`config.mk`:
```
export PLATFORM = sky130hd
export DESIGN_NAME = l0_fifo
export DESIGN_NICKNAME = d
export VERILOG_FILES = /design/src/rtl/l0_fifo.sv
export SDC_FILE = /design/constraint.sdc
export NUM_CORES = 2
export LEC_CHECK = 0
export ABC_AREA = 0
export BUFFER_PORTS_ARGS = -buffer_cell sky130_fd_sc_hd__clkbuf_2
export CAP_MARGIN = 20
export CORE_MARGIN = 10
export CORE_UTILIZATION = 35
export CTS_BUF_LIST = sky130_fd_sc_hd__clkbuf_8
export CTS_CLUSTER_DIAMETER = 150
export DETAILED_ROUTE_END_ITERATION = 10
export PLACE_DENSITY = 0.51
export SYNTH_ARGS = -nofsm -noshare
export SYNTH_HDL_FRONTEND = slang
export SYNTH_SLANG_ARGS = --single-unit
```
`constraint.sdc`:
```
create_clock -name clk -period 3.47 [get_ports clk]
set_input_delay 0 -clock clk [delete_from_list [all_inputs] [get_ports clk]]
set_output_delay 0 -clock clk [all_outputs]
set_load 0.01 [all_outputs]
```
`src/rtl/l0_fifo.sv`:
```
// Row-parallel input staging FIFO for the MAC array's west edge: one FIFO per row,
// atomic writes across all rows, and reads popped all together or as a one-row-per-cycle skewed wave.
module l0_fifo #(
  parameter int row   = 8,
  parameter int bw    = 4,
  parameter int depth = 64
) (
  input  logic              clk,
  input  logic              reset,
  input  logic [row*bw-1:0] in,
  input  logic              wr,
  input  logic              rd,
  input  logic              rd_mode,
  output logic [row*bw-1:0] out,
  output logic [row-1:0]    o_valid,
  output logic              o_full,
  output logic              o_ready,
  output logic              o_empty
);

  localparam int aw = $clog2(depth);

  // Handshake: a write is accepted on an edge where wr=1 and o_ready=1; otherwise it is dropped.
  // On the read side, o_valid[r]=1 marks the cycle in which out slice r carries a freshly popped entry.

  logic [row-1:0] row_full;
  logic [row-1:0] row_empty;
  logic [row-1:0] pop;
  logic [row-1:0] rd_en;
  logic [row-1:0] skew;
  logic [row-1:0] skew_next;
  logic           flat;
  logic           wr_ok;

  assign o_full  = |row_full;
  assign o_ready = ~o_full;
  assign o_empty = &row_empty;
  assign wr_ok   = wr & ~o_full;

  // Mode-1 waves live in their own shift register so a later mode-0 read cannot
  // overwrite a wave already in flight; the two sources simply OR together.
  always_comb begin
    skew_next    = skew << 1;
    skew_next[0] = rd & rd_mode;
  end

  assign rd_en = skew | {row{flat}};

  always_ff @(posedge clk or negedge reset) begin
    if (!reset) begin
      skew <= '0;
      flat <= 1'b0;
    end else begin
      skew <= skew_next;
      flat <= rd & ~rd_mode;
    end
  end

  for (genvar g = 0; g < row; g++) begin : g_row
    logic [bw-1:0] mem [depth];
    logic [aw:0]   wr_ptr;
    logic [aw:0]   rd_ptr;
    logic [bw-1:0] out_q;
    logic          valid_q;

    assign row_empty[g] = (wr_ptr == rd_ptr);
    assign row_full[g]  = (wr_ptr[aw] != rd_ptr[aw]) && (wr_ptr[aw-1:0] == rd_ptr[aw-1:0]);
    assign pop[g]       = rd_en[g] & ~row_empty[g];

    // Storage is intentionally left out of reset.
    always_ff @(posedge clk) begin
      if (wr_ok) mem[wr_ptr[aw-1:0]] <= in[g*bw +: bw];
    end

    always_ff @(posedge clk or negedge reset) begin
      if (!reset) begin
        wr_ptr  <= '0;
        rd_ptr  <= '0;
        out_q   <= '0;
        valid_q <= 1'b0;
      end else begin
        if (wr_ok) wr_ptr <= wr_ptr + 1'b1;
        if (pop[g]) begin
          out_q  <= mem[rd_ptr[aw-1:0]];
          rd_ptr <= rd_ptr + 1'b1;
        end
        valid_q <= pop[g];
      end
    end

    assign out[g*bw +: bw] = out_q;
    assign o_valid[g]      = valid_q;
  end

endmodule

```
==> out/summary.md <==
Between clock sinks in the finished design, the worst skew comes to 0.09708 ns. Among all stages on the critical path, the largest delay is contributed by sky130_fd_sc_hd__nor3_1. sky130_fd_sc_hd__edfxtp_1 takes more of the synthesized area than any other cell. The number of flops mapped to enable cells by yosys is 2048, and the count of nets after finishing is 5337. The placed instances occupy a cell area of 95000 um^2.

The overall die height works out to 528.0 um. Along the worst path, the maximum fanout reaches 63. The register bit count reported by yosys works out to 2209. For this run, the slowest stage of the critical path takes 0.61 ns. For the worst-skew pair, the clock arrives at the later sink with an insertion delay of 1.08 ns. At the worst endpoint, the required time is 4.09 ns. The core region is 256900 um^2. The area enclosed by the die boundary came out at 278800 um^2. The mean area per synthesized cell was 18.26 um^2.

Of all flip-flops after synthesis, the portion carrying an async set or reset was 7.288%. Once layout is done, the placed cells without fillers occupy 102800 um^2. The run finished with clean final reports. Predominant post-synthesis flop cell: sky130_fd_sc_hd__edfxtp_1. In the global route stage, overall resource usage came out at 16.02%. The worst-case IR drop observed on VDD is 0.5235 mV.

Based on the critical path, the design can be clocked at up to 303.4 MHz. Setup repair after global routing could not meet its margin everywhere. Measured against its own limit, the worst slew margin works out to 25.65%.

Critical path's top delay family: simple AND/OR/NAND/NOR gates. The final critical-path share of the clock period is 94.99%. The final total negative setup slack is 0 ns, and the number of input and output port buffers inserted is 79. Final hold violation count: 0. Kind of launch point of the worst setup path: a flop. The logs give 5 for the number of H-tree levels and 3.92 ns for the data arrival time of the worst path.

The relative area change from synthesis to final layout is 13.85%, and the average wire per cell in the routed design is 25.41 um. The kind of end point of the critical path was a flop. The number of global-route vias before repair was 50490. The wire length after detailed routing came out at 228000 um. Traced cell by cell, the critical path runs through xor2_1, nor4_2, buf_4, a22o_1, nor3_4, nand3_4, buf_12, buf_4, nor3_1.

Clock tree synthesis selected as its root buffer the cell sky130_fd_sc_hd__clkbuf_8. The run gives 5 as the first-pass iteration count of the detailed router. The unique cell type count in the Yosys netlist was 75; the total number of clock tree sinks was 2209. The clock input transition at the sequential cells of the worst setup and hold paths came out at 0.06 ns. TritonCTS built the clock tree.

Synthesis handed over a netlist of 4947 instances. The number of vias per cell after detailed routing works out to 5.347. The detailed router finished its first iteration with 4039 violations. The number of top-level pins was 80; the effective utilization at floorplan was 35.15%. Yosys printed 0 warnings. In this run the core area contains 186 standard-cell rows.

The run gives 90310 um^2 as the post-synthesis cell area. The final-layout fill cell count was 23212. The critical path contains buffers and inverters numbering 3 combined.

Floorplan die width: 528.0 um. The run gives 0 as the post-detailed-route count of antenna-violating nets. The cell that appears most often on the critical path is sky130_fd_sc_hd__buf_4.

When the netlist entered floorplanning its net count stood at 5000. The number of clock buffers added by TritonCTS is 387. At the pin with the least slew margin, the transition time is 1.115 ns. The share of cells above drive strength 1 came out at 24.88%. The tools report the sequential area share after synthesis as 72.56%. The run gives 0 as the count of pins over their slew limit. Entering global routing, the biggest net connects 82 pins.

For this design the ratio of total power to cell area is 779.7 nW/um^2. Routability-driven placement finished with a final weighted congestion of 0.7787. The placed wire-length estimate was 138600 um; the number of antenna violations at the first check in global routing was 9. Setup violations remaining at the end of the flow were counted as 0. The worst hold path belongs to the class in2async. By count the netlist is led by sky130_fd_sc_hd__edfxtp_1, sky130_fd_sc_hd__mux4_2, sky130_fd_sc_hd__nor3_1. The most common cell in the synthesized netlist is sky130_fd_sc_hd__edfxtp_1.

The smallest clock period supported by the final layout is computed as 3.296 ns. Summing internal, switching and leakage power gives 80.17 mW. For this run, design rule violations remaining after detail routing come to 0. Summed over all cells, the static leakage comes to 32.98 nW. The clock tree buffer depth was 4.

By startpoint and endpoint, the worst setup path is classified as reg2reg. Sorting the synthesized cells by area gives the leading types as sky130_fd_sc_hd__edfxtp_1, sky130_fd_sc_hd__mux4_2, sky130_fd_sc_hd__dfrtp_1. The first global-routing pass estimated 342000 um of wire. The leftover overflow at the end of global routing is 0. The tool flagged a number of max-cap violations equal to 0. Detailed routing inserted a total of 47981 vias.

In this run the biggest area consumer among cell types represents 68.09% of the synthesized area.
per-layer routing:
layer	up-vias	share of wire, %	track usage (%)
met5	-	0	0
met4	0	3.3	5.509
met3	475	6.0	3.232
met2	1608	47	25.28
met1	24971	44	22.15
li1	20927	-	-
power by group:
part | switching, mW | internal [mW] | total, mW
sequential | 0.880 | 30.9 | 31.8
combinational | 15.6 | 10.2 | 25.8
clock | 10.7 | 11.9 | 22.6
worst min-delay path, stage by stage:
cell	delay, ns
sky130_fd_sc_hd__dlygate4sd3_1	0.52
sky130_fd_sc_hd__dlygate4sd3_1	0.59
sky130_fd_sc_hd__buf_8	0.17
sky130_fd_sc_hd__buf_12	0.26
area by class of cell:
cell class / instances / area (um^2) / area share, %
flip-flops and latches: 2209 / 65580 / 63.78
multi-input cells: 2308 / 22880 / 22.25
clock buffers: 398 / 5478 / 5.327
well taps: 3384 / 4234 / 4.118
repair buffers: 352 / 2855 / 2.777
clock inverters: 289 / 1682 / 1.635
inverters: 26 / 97.59 / 0.09491
diodes: 7 / 17.52 / 0.01704
state kept, by name (all words and copies together), names as in the netlist:
name           count
flat               1
g_row.mem       2048
g_row.out_q       32
g_row.rd_ptr      56
g_row.valid_q      8
g_row.wr_ptr      56
skew               8
placed cells by master, fill, tap and decap left out, types with 17 or more instances in the layout:
master / Yosys / final
sky130_fd_sc_hd__edfxtp_1: 2048 / 2048
sky130_fd_sc_hd__mux4_2: 479 / 479
sky130_fd_sc_hd__nor3_1: 453 / 452
sky130_fd_sc_hd__clkbuf_8: 0 / 399
sky130_fd_sc_hd__buf_4: 38 / 202
sky130_fd_sc_hd__mux2i_1: 186 / 186
sky130_fd_sc_hd__dfrtp_1: 161 / 137
sky130_fd_sc_hd__inv_1: 23 / 135
sky130_fd_sc_hd__nand2_1: 124 / 124
sky130_fd_sc_hd__nor2_1: 115 / 114
sky130_fd_sc_hd__nor4_1: 106 / 100
sky130_fd_sc_hd__clkinv_1: 2 / 93
sky130_fd_sc_hd__nand3_1: 87 / 85
sky130_fd_sc_hd__xor2_1: 76 / 76
sky130_fd_sc_hd__a22oi_1: 75 / 75
sky130_fd_sc_hd__xnor2_1: 70 / 70
sky130_fd_sc_hd__clkbuf_2: 1 / 70
sky130_fd_sc_hd__nand4_1: 54 / 54
sky130_fd_sc_hd__clkinv_2: 0 / 54
sky130_fd_sc_hd__dlygate4sd3_1: 0 / 49
sky130_fd_sc_hd__a21oi_1: 43 / 42
sky130_fd_sc_hd__nor2b_1: 41 / 41
sky130_fd_sc_hd__nand3b_1: 37 / 37
sky130_fd_sc_hd__a31oi_1: 32 / 30
sky130_fd_sc_hd__nand2b_1: 29 / 29
sky130_fd_sc_hd__mux2_2: 28 / 28
sky130_fd_sc_hd__o21ai_0: 26 / 26
sky130_fd_sc_hd__a211oi_1: 22 / 22
sky130_fd_sc_hd__o211ai_1: 21 / 21
sky130_fd_sc_hd__buf_12: 0 / 19
sky130_fd_sc_hd__or2_2: 18 / 18
sky130_fd_sc_hd__bufinv_16: 0 / 17
kinds of logic (layout without fill, tap and decap cells):
group	after synthesis	after routing	share of synthesized area [%]
fa+ha+maj	16	16	0.2217
other cells	0	7	0
compound gates	301	301	2.355
xor+xnor	150	150	1.488
simple gates	1148	1148	6.799
buf+inv	430	1065	2.225
flops	2209	2209	72.56
mux	693	693	14.36
repair_timing:
action                                  CTS  global route
hold buffers                             48             2
endpoints found under the hold margin  2014            13
pin swaps                                 9             2
resized for setup                        14             2
buffers inserted                          1             0
setup endpoints to repair                 2             3
per-stage QoR:
step / worst slack (ns) / utilization [%] / hold slack (ns) / cells
3_3_place_gp: 0.05841 / 36.94 / 0.05138 / 8222
6_report: 0.1739 / 40.02 / 0.09379 / 8973
4_1_cts: -0.02255 / 39.99 / 0.003273 / 8962
5_1_grt: -0.03813 / 40.02 / 0.03749 / 8972
2_1_floorplan: 0.6608 / - / -0.2956 / 4947
3_5_place_dp: 0.03709 / 36.97 / 0.05532 / 8226
worst paths after layout:
check                      cells after the start  slack (ns)                  end                from
max                                            9        0.17  g_row[1].mem[62][1]  g_row[4].rd_ptr[0]
min                                            4        0.09   g_row[2].wr_ptr[1]               reset
max reg2reg                                    9        0.17  g_row[1].mem[62][1]  g_row[4].rd_ptr[0]
min reg2reg                                    0        0.36              skew[6]             skew[5]
max in group asynchronous                      4        2.70   g_row[1].rd_ptr[1]               reset
min in group clk                               3        0.09  g_row[5].mem[40][1]              in[21]
No activity file was read; power rests on OpenSTA's default activity.
